`src/rtl/flow_light_sequencer.sv`:
```
// flow_light_sequencer
// Drives the 16-LED flow-light display from one push button.
// The raw button passes through a 2-flop synchroniser and a debouncer. Each
// debounced press moves an IDLE/RUN/PAUSE state machine on by one state. In
// RUN a prescaler moves a lit window one position every STEP_DIV clocks.
// The window width and the direction are captured when the sequence starts.
// Optional feature macro: FLOW_BOUNCE_EN. When it is defined, the window
// ping-pongs between the two ends of the strip and does not wrap around.
module flow_light_sequencer #(
    parameter int DEBOUNCE_CYCLES = 4,
    parameter int STEP_DIV        = 8,
    parameter int LED_W           = 16
) (
    input  logic             clock,
    input  logic             reset,
    input  logic             io_button,
    input  logic             io_stop,
    input  logic [2:0]       io_ledCount,
    input  logic             io_dirSel,
    output logic [LED_W-1:0] io_led,
    output logic             io_running,
    output logic             io_step,
    output logic [2:0]       io_width
);

    localparam int PW = $clog2(LED_W);
    localparam int CW = $clog2(DEBOUNCE_CYCLES + 1);
    localparam int SW = $clog2(STEP_DIV);

    localparam logic [CW-1:0] DEB_LAST = CW'(DEBOUNCE_CYCLES - 1);
    localparam logic [SW-1:0] PRE_LAST = SW'(STEP_DIV - 1);

    typedef enum logic [1:0] {
        ST_IDLE  = 2'd0,
        ST_RUN   = 2'd1,
        ST_PAUSE = 2'd2
    } state_t;

    // Button path.
    logic          sync1_q, sync2_q;
    logic [CW-1:0] deb_cnt_q, deb_cnt_d;
    logic          deb_level_q, deb_level_d;
    logic          press_q, press_d;

    // Sequencer state.
    state_t        state_q, state_d;
    logic [PW-1:0] pos_q, pos_d;
    logic [SW-1:0] pre_q, pre_d;
    logic [2:0]    width_q, width_d;
    logic          dir_q, dir_d;
    logic [LED_W-1:0] led_q, led_d;
    logic          step_now;

    // Position and direction that the window takes when the current step is applied.
    logic [PW-1:0] adv_pos;
    logic          adv_dir;

    // Two-flop synchroniser for the asynchronous button input.
    always_ff @(posedge clock or negedge reset) begin
        if (!reset) begin
            sync1_q <= 1'b0;
            sync2_q <= 1'b0;
        end else begin
            sync1_q <= io_button;
            sync2_q <= sync1_q;
        end
    end

    // Debounce: count consecutive synced samples that disagree with the level.
    // The flip happens when the count reaches DEBOUNCE_CYCLES. Only a rising flip raises a press.
    always_comb begin
        deb_cnt_d   = '0;
        deb_level_d = deb_level_q;
        press_d     = 1'b0;
        if (sync2_q != deb_level_q) begin
            if (deb_cnt_q == DEB_LAST) begin
                deb_level_d = sync2_q;
                press_d     = sync2_q;
            end else begin
                deb_cnt_d = deb_cnt_q + CW'(1);
            end
        end
    end

    // Debounce registers; press_q is a one-cycle pulse the FSM consumes next edge.
    always_ff @(posedge clock or negedge reset) begin
        if (!reset) begin
            deb_cnt_q   <= '0;
            deb_level_q <= 1'b0;
            press_q     <= 1'b0;
        end else begin
            deb_cnt_q   <= deb_cnt_d;
            deb_level_q <= deb_level_d;
            press_q     <= press_d;
        end
    end

`ifdef FLOW_BOUNCE_EN
    // Highest legal start position of the window when it may not wrap.
    logic [PW:0] top_pos;
    assign top_pos = (PW+1)'(LED_W) - (PW+1)'(width_q);

    // Ping-pong step: a step that would leave the range reverses the direction
    // and moves one position back the other way.
    always_comb begin
        adv_pos = pos_q;
        adv_dir = dir_q;
        if (!dir_q) begin
            if ({1'b0, pos_q} >= top_pos) begin
                adv_dir = 1'b1;
                adv_pos = pos_q - PW'(1);
            end else begin
                adv_pos = pos_q + PW'(1);
            end
        end else begin
            if (pos_q == '0) begin
                adv_dir = 1'b0;
                adv_pos = pos_q + PW'(1);
            end else begin
                adv_pos = pos_q - PW'(1);
            end
        end
    end
`else
    // Wrapping step: the position counter simply rolls over modulo LED_W.
    always_comb begin
        adv_dir = dir_q;
        adv_pos = dir_q ? (pos_q - PW'(1)) : (pos_q + PW'(1));
    end
`endif

    // Next-state logic. A stop overrides everything. In RUN the step at
    // terminal count is applied before a coincident press moves us to PAUSE.
    always_comb begin
        state_d  = state_q;
        pos_d    = pos_q;
        pre_d    = pre_q;
        width_d  = width_q;
        dir_d    = dir_q;
        step_now = 1'b0;
        if (io_stop) begin
            state_d = ST_IDLE;
            pos_d   = '0;
            pre_d   = '0;
            width_d = 3'd0;
            dir_d   = 1'b0;
        end else begin
            case (state_q)
                ST_IDLE: begin
                    if (press_q) begin
                        width_d = (io_ledCount == 3'd0) ? 3'd1 : io_ledCount;
                        dir_d   = io_dirSel;
                        pos_d   = '0;
                        pre_d   = '0;
                        state_d = ST_RUN;
                    end
                end
                ST_RUN: begin
                    if (pre_q == PRE_LAST) begin
                        step_now = 1'b1;
                        pre_d    = '0;
                        pos_d    = adv_pos;
                        dir_d    = adv_dir;
                    end else if (!press_q) begin
                        pre_d = pre_q + SW'(1);
                    end
                    if (press_q) begin
                        state_d = ST_PAUSE;
                    end
                end
                ST_PAUSE: begin
                    if (press_q) begin
                        state_d = ST_RUN;
                    end
                end
                default: begin
                    state_d = ST_IDLE;
                end
            endcase
        end
    end

    // LED i is lit when its distance above the window base, modulo LED_W, is below the width.
    // The pattern is computed from the next state, so the LEDs and the position always agree.
    generate
        for (genvar gi = 0; gi < LED_W; gi++) begin : g_led
            logic [PW-1:0] offset;
            assign offset    = PW'(gi) - pos_d;
            assign led_d[gi] = (state_d != ST_IDLE) && (32'(offset) < 32'(width_d));
        end
    endgenerate

    // Sequencer state and registered LED pattern.
    always_ff @(posedge clock or negedge reset) begin
        if (!reset) begin
            state_q <= ST_IDLE;
            pos_q   <= '0;
            pre_q   <= '0;
            width_q <= 3'd0;
            dir_q   <= 1'b0;
            led_q   <= '0;
        end else begin
            state_q <= state_d;
            pos_q   <= pos_d;
            pre_q   <= pre_d;
            width_q <= width_d;
            dir_q   <= dir_d;
            led_q   <= led_d;
        end
    end

    assign io_led     = led_q;
    assign io_running = (state_q == ST_RUN);
    assign io_step    = step_now;
    assign io_width   = width_q;

endmodule

```
`config.mk`:
```
export PLATFORM = sky130hd
export DESIGN_NAME = flow_light_sequencer
export DESIGN_NICKNAME = d
export VERILOG_FILES = /design/src/rtl/flow_light_sequencer.sv
export SDC_FILE = /design/constraint.sdc
export NUM_CORES = 1
export LEC_CHECK = 0
export BUFFER_PORTS_ARGS = -buffer_cell sky130_fd_sc_hd__buf_4
export CORE_ASPECT_RATIO = 0.6
export CORE_UTILIZATION = 55
export CTS_CLUSTER_DIAMETER = 120
export CTS_CLUSTER_SIZE = 10
export DETAILED_ROUTE_END_ITERATION = 10
export PLACE_DENSITY = 0.86
export SYNTH_ARGS = -nofsm -noshare
export SYNTH_HDL_FRONTEND = slang
export SYNTH_SLANG_ARGS = --single-unit
```
`constraint.sdc`:
```
create_clock -name clock -period 9.35 [get_ports clock]
set_clock_uncertainty 0.1 [all_clocks]
set_input_delay 1.87 -clock clock [delete_from_list [all_inputs] [get_ports clock]]
set_output_delay 1.87 -clock clock [all_outputs]
set_load 0.1 [all_outputs]
```
=== After elaboration in Yosys (flattened, before gate mapping) ===
Index checks and enable logic that the tools add are counted.

* Register bits: 36
* Input bits: 8
* Output and inout bits: 21
* Logic and storage cells: 108

* $add $sub $neg: 20
* Magnitude comparators: 16
* Equal/unequal tests: 7
* Muxes and demuxes: 28
* Reduce and logical (&&, ||, !) cells: 26

{| class="wikitable"
|+ Operators with widths
! kind !! number
|-
| 4-bit by 3-bit less-than comparator with 1-bit output || 16
|-
| 4-bit subtractor (first input constant) || 8
|-
| 3-bit 2-to-1 mux || 10
|-
| 1-bit logical AND || 16
|-
| 4-bit 2-to-1 mux || 4
|-
| 3-bit by 4-bit subtractor with 4-bit output (first input constant) || 4
|-
| 1-bit 2-to-1 mux || 8
|-
| 4-bit case mux with 2 select lines || 1
|-
| 1-bit by 4-bit subtractor with 4-bit output (first input constant) || 2
|-
| 2-bit by 4-bit subtractor with 4-bit output (first input constant) || 2
|-
| 3-bit by 1-bit adder with 3-bit output (second input constant) || 2
|-
| 2-bit 2-to-1 mux || 3
|-
| 3-bit case mux with 2 select lines || 1
|-
| 2-bit nonzero test || 3
|-
| 4-bit by 1-bit adder with 4-bit output (second input constant) || 1
|-
| 4-bit by 3-bit != test with 1-bit output (second input constant) || 1
|-
| 2-bit case mux with 2 select lines || 1
|-
| 2-bit AND reduction || 2
|-
| 4-bit by 1-bit subtractor with 4-bit output (second input constant) || 1
|-
| 3-bit by 2-bit equality test with 1-bit output (second input constant) || 1
|-
| 3-bit equality test (second input constant) || 1
|-
| 3-bit zero test || 1
|-
| 3-bit != test (second input constant) || 1
|-
| 3-bit AND reduction || 1
|-
| other kinds (6) || 6
|}

=== Logic depth before layout (Yosys ltp) ===
Gate-level depths: netlist of run 1.

* Word-level depth: 8
* Depth in mapped cells: 14

=== Worst setup path before layout of run 1 ===
No wires, ideal clock.

* Path type: input to output
* Start point: in io_stop
* End point: out io_step
* Data arrival time: 2947 ps
* Path slack: 4433 ps
* Stages: 3
* Path buffers: 1
* Path through: clkbuf_1 nor2_1 and2_1

* Word-level cells in the longest chain between the ends: 1

{| class="wikitable"
|+ RTL lines
! what !! line !! source
|-
| from (decl) || 17 || <nowiki>input logic io_stop,</nowiki>
|-
| 1-bit 2-to-1 mux || 141 || <nowiki>if (io_stop) begin</nowiki>
|-
| to (decl) || 22 || <nowiki>output logic io_step,</nowiki>
|}

Every way passes these cells.

=== Worst setup path after layout of run 1 ===
Ends and elaborated chain as after synthesis.

==> metrics list, run 1 <==
* Vias post-DR: approximately 1.5k
- Setup repair after global routing left no endpoint under its margin.
- Across every metal layer, demand over resource in global routing totals 0.2329.
* Leading cell types by total area after synthesis: sky130_fd_sc_hd__dfrtp_1 (43%), sky130_fd_sc_hd__ha_1 (14%), sky130_fd_sc_hd__xnor2_1 (4.6%)
- The initial utilization of the core area, before any placement, comes to 0.6090.
- Of the synthesized area, sequential elements account for 0.4296.
- The worst path needs 4.621 ns of the cycle, external delays included.
- Endpoint of the worst register-to-register path: io_led[13]$_DFF_PN0_
- Post-CTS repair changed the size of 0 cells.
- The synthesized netlist contains 46 unique library cells.
* Dominant synthesized flop cell: sky130_fd_sc_hd__dfrtp_1
- After clock tree synthesis, the setup repair step added 0 buffers.
- Top achievable clock speed: 216.4 MHz
* Cell type contributing the most total cell area after synthesis: sky130_fd_sc_hd__dfrtp_1
* Classification of the worst setup path: in -> out
- Row generation in the floorplan step produced 16 rows.
- Reg-to-reg startpoint: pos_q[0]$_DFF_PN0_
- Root Buffer Master: sky130_fd_sc_hd__clkbuf_8
- Number of antenna violations at the first check in global routing: 0
- Final count of pins violating max slew: 0
- Congestion Overflow GR: 0
- The final number of hold-violating endpoints came to 0.
- The area growth from synthesis to layout is 15.27%.
* Die outline width: 81.72 um
* Worst-case vdd ir drop: 0.0001191 V
- The worst setup path is captured at a primary output.
* Num ports: 29
* Crit Path Max Fanout: 16
* Crit path launch type: primary input
* Worst Reg2Reg Path Length in Cells: 12
- The floorplan step defined a core boundary enclosing 3443 um^2.
* Period Utilization, post-route: 0.4942
- Input and output buffers added on the ports amount to 28.
* Smallest hold slack: 0.2520 ns
* Final Total Pwr: about 320 uW
- After synthesis the cells add up to 2097 um^2.
- The floorplan step set the die height to 49.83 um.
- The final layout contains routed wiring with a total length of 4027 um.
- After detailed routing, the number of remaining DRC violations is 0.
* Worst Hold Class: reg -> reg
* Number of enable-type register cells in the synthesized netlist: 0
- Of the cells placed in the final design, the portion with a size suffix greater than 1 is 0.1991.
- Clk buf depth: 2
- Number of antenna diodes: 0
- Cell with the most instances after synthesis: sky130_fd_sc_hd__dfrtp_1
- Proportion of register bits with asynchronous set or reset after synthesis: 1.000
- The via count of the first global-routing pass was 1,394.
- Post-layout nets: 264
- After detailed routing, the average wire length per cell comes to about 15 um.
* Clock transition at path regs: 0.06 ns
- The setup check on the worst reg-to-reg path leaves a slack of 5.82 ns.
* Count of state elements after synthesis: 36
- Share of the synthesized area in the top cell type: 0.4296
* Total half-perimeter wirelength after legalization and detailed placement: 2954 um
- Routability-driven placement finished with a final weighted congestion of 0.8637.
- Across the run, the number of max-cap violations was 0.
- First-pass iteration count of the detailed router: 4
- Instance count of the mapped netlist: 200
- The die covers 4072 um^2.
- Capturing element of the worst setup path: io_step
- Top cell types by occurrence after synthesis: sky130_fd_sc_hd__dfrtp_1 (36), sky130_fd_sc_hd__ha_1 (24), sky130_fd_sc_hd__nor2_1 (18), sky130_fd_sc_hd__inv_1 (17), sky130_fd_sc_hd__a21oi_1 (13)
* Total power density per cell area: ~130 nW/um^2
- After clock tree synthesis, the flow added hold-fix buffers numbering 0.
- Transition at the pin with the smallest max-transition slack: ~0.76 ns
* Count of antenna-violating nets left after detailed routing: 0
- Max-slew headroom at the worst pin: 0.4948
- In the final routing, the length of wire on met1 measures 2208 um.
- TritonCTS built the clock tree.
- During synthesis, Yosys emitted a total of 0 warnings.
- Number of buffers added by the clock tree synthesis step: 5
- Averaged over all synthesized cells, the footprint is 10.49 um^2.
- Number of setup violations in the final report: 0
- DRC violation total after the first TritonRoute iteration: 121
- Detailed route wirelength on metal3: 183 um
- Wire segments on met2 add up to 1589 um in the final route.
- Outcome: complete, no violations
* Synthesized netlist net count: between 200 and 250
- Clock latency on the worst-skew pair, taken at its later pin, is 0.29 ns.
- Wire length of the first global-routing pass: 6768 um
- Largest net degree at the start of global routing: 37
- For the worst setup path, the data required time is 7.38 ns.
* Number of H-tree branching levels: 2
- For this design the static power due to leakage is 0.001247 uW.
- Critical path origin: io_stop
- In the routed layout, each cell is associated on average with a via count of 5.322.
* Sum Neg Setup Slack: 0 ns
- Data arrival time of the critical path: roughly 2.7 ns
* Total number of clock tree sinks: 36
- The detailed router used layers up to and including met4.
worst min-delay path by stage:
stage                     slack, ns         startpoint           endpoint  cells past startpoint
after floorplan                0.23  sync1_q$_DFF_PN0_  sync2_q$_DFF_PN0_                      0
after global placement         0.23  sync1_q$_DFF_PN0_  sync2_q$_DFF_PN0_                      0
after detailed placement       0.24  sync1_q$_DFF_PN0_  sync2_q$_DFF_PN0_                      0
after global routing           0.27  sync1_q$_DFF_PN0_  sync2_q$_DFF_PN0_                      0
after CTS                      0.26  sync1_q$_DFF_PN0_  sync2_q$_DFF_PN0_                      0
final                          0.25  sync1_q$_DFF_PN0_  sync2_q$_DFF_PN0_                      0
stage by stage:
step | area [um^2] | setup WS (ns) | util | std cells
after floorplan | 2097 | 4.433 | - | 200
after global placement | 2340 | 4.780 | 0.6795 | 269
after detailed placement | 2340 | 4.724 | 0.6795 | 269
after CTS | 2417 | 4.723 | 0.7020 | 276
after global routing | 2417 | 4.692 | 0.7020 | 276
final | 2417 | 4.729 | 0.7020 | 276
report_power, final:
part | switching (uW) | internal, uW
clock | 52.5 | 50.6
combinational | 27.3 | 17.6
sequential | 6.00 | 163
total | 85.8 | 232
critical path, stage by stage:
cell,delay [ns]
sky130_fd_sc_hd__buf_4,0.17
sky130_fd_sc_hd__nor2_1,0.18
sky130_fd_sc_hd__and2_1,0.15
sky130_fd_sc_hd__buf_4,0.28
final cells by class:
| cell class | instances | area (um^2) |
|---|---|---|
| inverters | 17 | 63.81 |
| well taps | 45 | 56.30 |
| repair buffers | 28 | 210.2 |
| multi-input cells | 143 | 1109 |
| clock buffers | 6 | 72.57 |
| clock inverters | 1 | 5.005 |
| flip-flops and latches | 36 | 900.9 |
| fillers | 256 | 1026 |
per-layer routing:
metal	track usage	vias up
li1	-	756
met5	0	-
met4	0.08772	0
met1	0.3619	670
met3	0.05741	5
met2	0.3056	38
sequential cells by signal, indices dropped and copies added (netlist names):
| signal | count |
|---|---|
| io_led | 16 |
| pos_q | 4 |
| deb_cnt_q | 3 |
| io_width | 3 |
| pre_q | 3 |
| state_q | 2 |
| adv_dir | 1 |
| deb_level_q | 1 |
| press_q | 1 |
| sync1_q | 1 |
| sync2_q | 1 |
cell families after synthesis:
group	synth area share
buffers and inverters	0.04176
adders and majority gates	0.1527
AOI/OAI and AO/OA	0.1158
xor gates and xnor gates	0.04594
DFF	0.4296
muxes	0.02983
and+or+nand+nor	0.1844
cells in the final DEF (no fill, tap or decap), types with 2 or more instances in the layout:
cell type	Yosys	routed
sky130_fd_sc_hd__dfrtp_1	36	36
sky130_fd_sc_hd__buf_4	2	28
sky130_fd_sc_hd__ha_1	24	24
sky130_fd_sc_hd__nor2_1	18	18
sky130_fd_sc_hd__inv_1	17	17
sky130_fd_sc_hd__a21oi_1	13	13
sky130_fd_sc_hd__xnor2_1	11	11
sky130_fd_sc_hd__nand2_1	11	11
sky130_fd_sc_hd__nor2b_1	8	8
sky130_fd_sc_hd__clkbuf_8	0	5
sky130_fd_sc_hd__nand2b_1	4	4
sky130_fd_sc_hd__mux2i_1	4	4
sky130_fd_sc_hd__o21ai_0	4	4
sky130_fd_sc_hd__o211ai_1	4	4
sky130_fd_sc_hd__nor3_1	3	3
sky130_fd_sc_hd__o311ai_0	3	3
sky130_fd_sc_hd__o21bai_1	2	2
sky130_fd_sc_hd__or3_1	2	2
sky130_fd_sc_hd__mux2_2	2	2
sky130_fd_sc_hd__or2_2	2	2
sky130_fd_sc_hd__a21o_1	2	2
sky130_fd_sc_hd__nand3_1	2	2
sky130_fd_sc_hd__nor3b_1	2	2
(Power assumes the default switching activity.)
==> run 2, diff against run 1 <==
ABC_AREA = 1   (was unset)
clock period = 4.35 ns   (was 9.35 ns; I/O delays follow)
==> run 2 against run 1 <==
Against the previous run:
- the flow now finishes with violations (DRC)
- largest power group is now clock
- critical path depth grew 1
- synthesized cell count grew 46%
- design area grew 8.5%
- sequential power grew 120%
- area after synthesis grew 5.5%
- worst hold slack lost 0.0046 ns
- via count grew 32%
- final cell count grew 35%
- setup slack lost 3.2 ns
- die area grew 5.3%
- global-route usage grew 2.4 points
==> metrics list, run 2 <==
- Unrepaired setup endpoints after global routing: no
- The cell family contributing the most delay on the critical path is buffers and inverters.
- Post-layout minimum cycle time: 2.777 ns
* Detailed-route wire length per cell: 12.98 um
- Final wirelength: 4828 um
- Synthesized netlist net count: 325
- Of the total power, combinational logic draws 0.206.
* Crit Path Max Fanout: 6
- After detailed routing, the number of remaining DRC violations is 2.
- The floorplan step set the die width to 83.88 um.
- Mean Syn Cell Area: 7.576 um^2
- Height of the die: 51.13 um
- In this run the count of I/O pins placed on the die edge is 29.
* Share of the synthesized area in the top cell type: 0.4072
* Count of antenna-violating nets left after detailed routing: 0
* Classification of the worst setup path: reg -> out
* Congestion Overflow GR: 0
* Outcome: finished, violations left
* Depth of the critical timing path with buffers and inverters included: 5
- The clock reaches the later pin of the worst-skew pair after 0.30 ns.
* Int Pwr: 708.0 uW
- The tool flagged a number of max-cap violations equal to 0.
- The worst register-to-register path has a setup slack of between 1.5 and 2 ns.
- Top achievable clock speed: 360.1 MHz
- Of the total power, the share spent switching nets is 0.2853.
- Together, buffers and inverters on the worst path number 2.
- DRC violation total after the first TritonRoute iteration: 148
* Clock tree from TritonCTS: built
- Part of the Yosys area used for sequential elements: 0.4072
* Proportion of register bits with asynchronous set or reset after synthesis: 1.000
- Max-slew headroom at the worst pin: 0.6685
* Vias post-DR: 1,941
- Delay of the slowest critical-path stage: 0.36 ns
- The most critical setup path has its startpoint at pre_q[0]$_DFFE_PN0P_.
* Transition at the pin with the smallest max-transition slack: just under 0.5 ns
* Final design instance area without fill: between 2000 and 3000 um^2
- Buffers inserted to repair hold after CTS numbered 0.
- For this run, the detailed router's first-pass iteration total came to 8.
- The checks that failed: DRC.
* Switching pwr: 282.6 uW
- Cell area after synthesis: 2212 um^2
* Clock transition at path regs: about 0.07 ns
- Post-cts resize count: 0
- Minimum setup slack in the final design: 1.573 ns
- Clk buf depth: 2
- Yosys warning count: 0
- Cell depth of the worst hold path: 0
- Among all flip-flop cells after synthesis, the most frequent one is sky130_fd_sc_hd__dfrtp_1.
- The final number of hold-violating endpoints is 0.
* Area enclosed by the die boundary: 4288 um^2
- The library cell used most frequently in the layout, excluding fill and tap cells, is sky130_fd_sc_hd__nand2_1.
* Total power density per cell area: ~380 nW/um^2
- After floorplanning, the core was divided into 17 placement rows.
- The share of total power dissipated in the clock network is 0.416.
- STA classifies the critical path endpoint as a primary output.
- The top cell types in the final layout, fill and taps aside, are sky130_fd_sc_hd__nand2_1 (91), sky130_fd_sc_hd__inv_1 (39), sky130_fd_sc_hd__nor2_1 (37).
- The via count of the first global-routing pass came to roughly 1.8k.
- In the final layout, the share of cells above drive strength 1 is 0.1538.
* Cell type contributing the most total cell area after synthesis: sky130_fd_sc_hd__dfrtp_1
- Across the VDD grid, the largest voltage drop is 0.0002548 V.
- The worst setup path is launched from a register.
- The tree is rooted in a sky130_fd_sc_hd__clkbuf_8.
- GP Congestion: 0.9183
- Total number of clock tree sinks: 36
- The final layout contains ~360 nets.
* Wire length of the first global-routing pass: between 8000 and 9000 um
- OpenSTA, run right after detailed placement, puts the worst setup slack at between 1.5 and 2 ns.
- The startpoint identified for the worst register-to-register timing path is pos_q[0]$_DFF_PN0_.
- Cell with the most instances after synthesis: sky130_fd_sc_hd__nand2_1
- Once the clock tree was built, the setup fixing pass inserted 0 buffers.
- Dividing the final minimum period by the clock period gives 0.6383.
- Number of H-tree branching levels: 2
- The count of pins over their slew limit is 0.
- Synthesis produced a netlist whose cell count is around 290.
* Port buffer count: 28
- Post-synthesis to final-layout area growth: 18.55%
* Data required, critical path: roughly 3.4 ns
* Capturing element of the worst setup path: io_step
* Number of antenna violations at the first check in global routing: 0
* Initial cell density of the core: 0.5876
* Top cell types by occurrence after synthesis: sky130_fd_sc_hd__nand2_1 (91), sky130_fd_sc_hd__inv_1 (39), sky130_fd_sc_hd__nor2_1 (37), sky130_fd_sc_hd__dfrtp_1 (36), sky130_fd_sc_hd__ha_1 (24)
- Number of enable-type register cells in the synthesized netlist: 0
* Number of setup violations in the final report: 0
* Sequential Power Share: 0.378
* Floorplan Core Area: 3765 um^2
* Number of distinct library cell variants in the gate-level netlist after synthesis: 25
- Entering global routing, the biggest net connects 37 pins.
- 0 antenna diodes ended up in the layout.
* Max FFs per register: 16
- Cell area reported after detailed placement: 2464 um^2
- Leading cell types by total area after synthesis: sky130_fd_sc_hd__dfrtp_1 (41%), sky130_fd_sc_hd__nand2_1 (15%), sky130_fd_sc_hd__ha_1 (14%)
- For the worst flop-to-flop path, the logic depth is 12.
* Cells along the critical path: ha_1 -> ha_1 -> inv_1 -> nor3_1 -> buf_4
* Worst Hold Class: reg -> reg
* Mean number of vias per cell: 5.218
* Sum Neg Setup Slack: 0 ns
- In this run, synthesis produced a sequential element count of 36.
- Total routing resource utilization after global routing: 0.2570
- Crit-path slowest cell: sky130_fd_sc_hd__dfrtp_1
* CP dominant cell by count: sky130_fd_sc_hd__ha_1
* Static leakage: 0.001497 uW
- Number of buffers added by the clock tree synthesis step: 5
- STA puts the critical path data arrival time at 1.81 ns.
* Endpoint of the worst register-to-register path: io_led[6]$_DFF_PN0_
- Detailed placement finished with a half-perimeter wire length of about 3600 um.
## run 2: metal layers
layer / GRT usage / wire (um) / share of wire / up-vias
met5: 0 / 0 / 0 / -
met4: 0.07471 / 77 / 0.016 / 0
met3: 0.06785 / 326 / 0.068 / 11
met2: 0.3798 / 1995 / 0.41 / 71
met1: 0.3723 / 2428 / 0.50 / 893
li1: - / - / - / 966
## run 2: per-stage QoR
| step | hold WS, ns | util | power, uW | instances |
|---|---|---|---|---|
| floorplan | 0.2312 | - | 524.5 | 292 |
| global placement | 0.2351 | 0.6544 | 567.6 | 364 |
| detailed placement | 0.2370 | 0.6544 | 579.3 | 364 |
| CTS | 0.2537 | 0.6966 | 993.9 | 372 |
| global route | 0.2591 | 0.6966 | 1044 | 372 |
| finish | 0.2474 | 0.6966 | 990.6 | 372 |
## run 2: power groups by stage
stage / Sequential [uW] / Clock, uW / Combinational (uW)
after CTS: 374 / 417 / 204
after global placement: 379 / 0 / 188
after floorplan: 395 / 0 / 130
after global routing: 377 / 434 / 233
final: 374 / 412 / 204
after detailed placement: 380 / 0 / 199
## run 2: area by class of cell
| class | instances | area (um^2) |
|---|---|---|
| Tap cell | 47 | 58.81 |
| Inverter | 44 | 165.2 |
| Multi-Input combinational cell | 209 | 1129 |
| Fill cell | 281 | 1142 |
| Sequential cell | 36 | 900.9 |
| Clock buffer | 5 | 68.82 |
| Timing Repair Buffer | 28 | 210.2 |
| Clock inverter | 3 | 90.09 |
## run 2: how the worst min path moves through the flow
stage,from,endpoint,slack (ns)
floorplan,sync1_q$_DFF_PN0_,sync2_q$_DFF_PN0_,0.23
global placement,sync1_q$_DFF_PN0_,sync2_q$_DFF_PN0_,0.24
detailed placement,sync1_q$_DFF_PN0_,sync2_q$_DFF_PN0_,0.24
CTS,sync1_q$_DFF_PN0_,sync2_q$_DFF_PN0_,0.25
global route,sync1_q$_DFF_PN0_,sync2_q$_DFF_PN0_,0.26
finish,sync1_q$_DFF_PN0_,sync2_q$_DFF_PN0_,0.25
## run 2: worst register-to-register path, stage by stage, from the launching register on
cell and delay (ns):
sky130_fd_sc_hd__dfrtp_1 0.45, sky130_fd_sc_hd__fa_1 0.52, sky130_fd_sc_hd__nand2_1 0.09, sky130_fd_sc_hd__nand3_1 0.08
sky130_fd_sc_hd__o211ai_1 0.23, sky130_fd_sc_hd__inv_1 0.23, sky130_fd_sc_hd__ha_1 0.26, sky130_fd_sc_hd__xnor2_1 0.20
sky130_fd_sc_hd__inv_1 0.07, sky130_fd_sc_hd__ha_1 0.27, sky130_fd_sc_hd__nand2_1 0.07, sky130_fd_sc_hd__nand2_1 0.06
sky130_fd_sc_hd__nor2_1 0.08
## run 2: logic make-up (layout without fill, tap and decap cells)
kind of cell,count (synthesis),in the layout,synth area share
AOI/OAI and AO/OA,19,19,0.05035
buffers and inverters,47,80,0.08258
DFF,36,36,0.4072
xor gates and xnor gates,3,3,0.01188
and+or+nand+nor,162,162,0.3032
adders and majority gates,25,25,0.1448
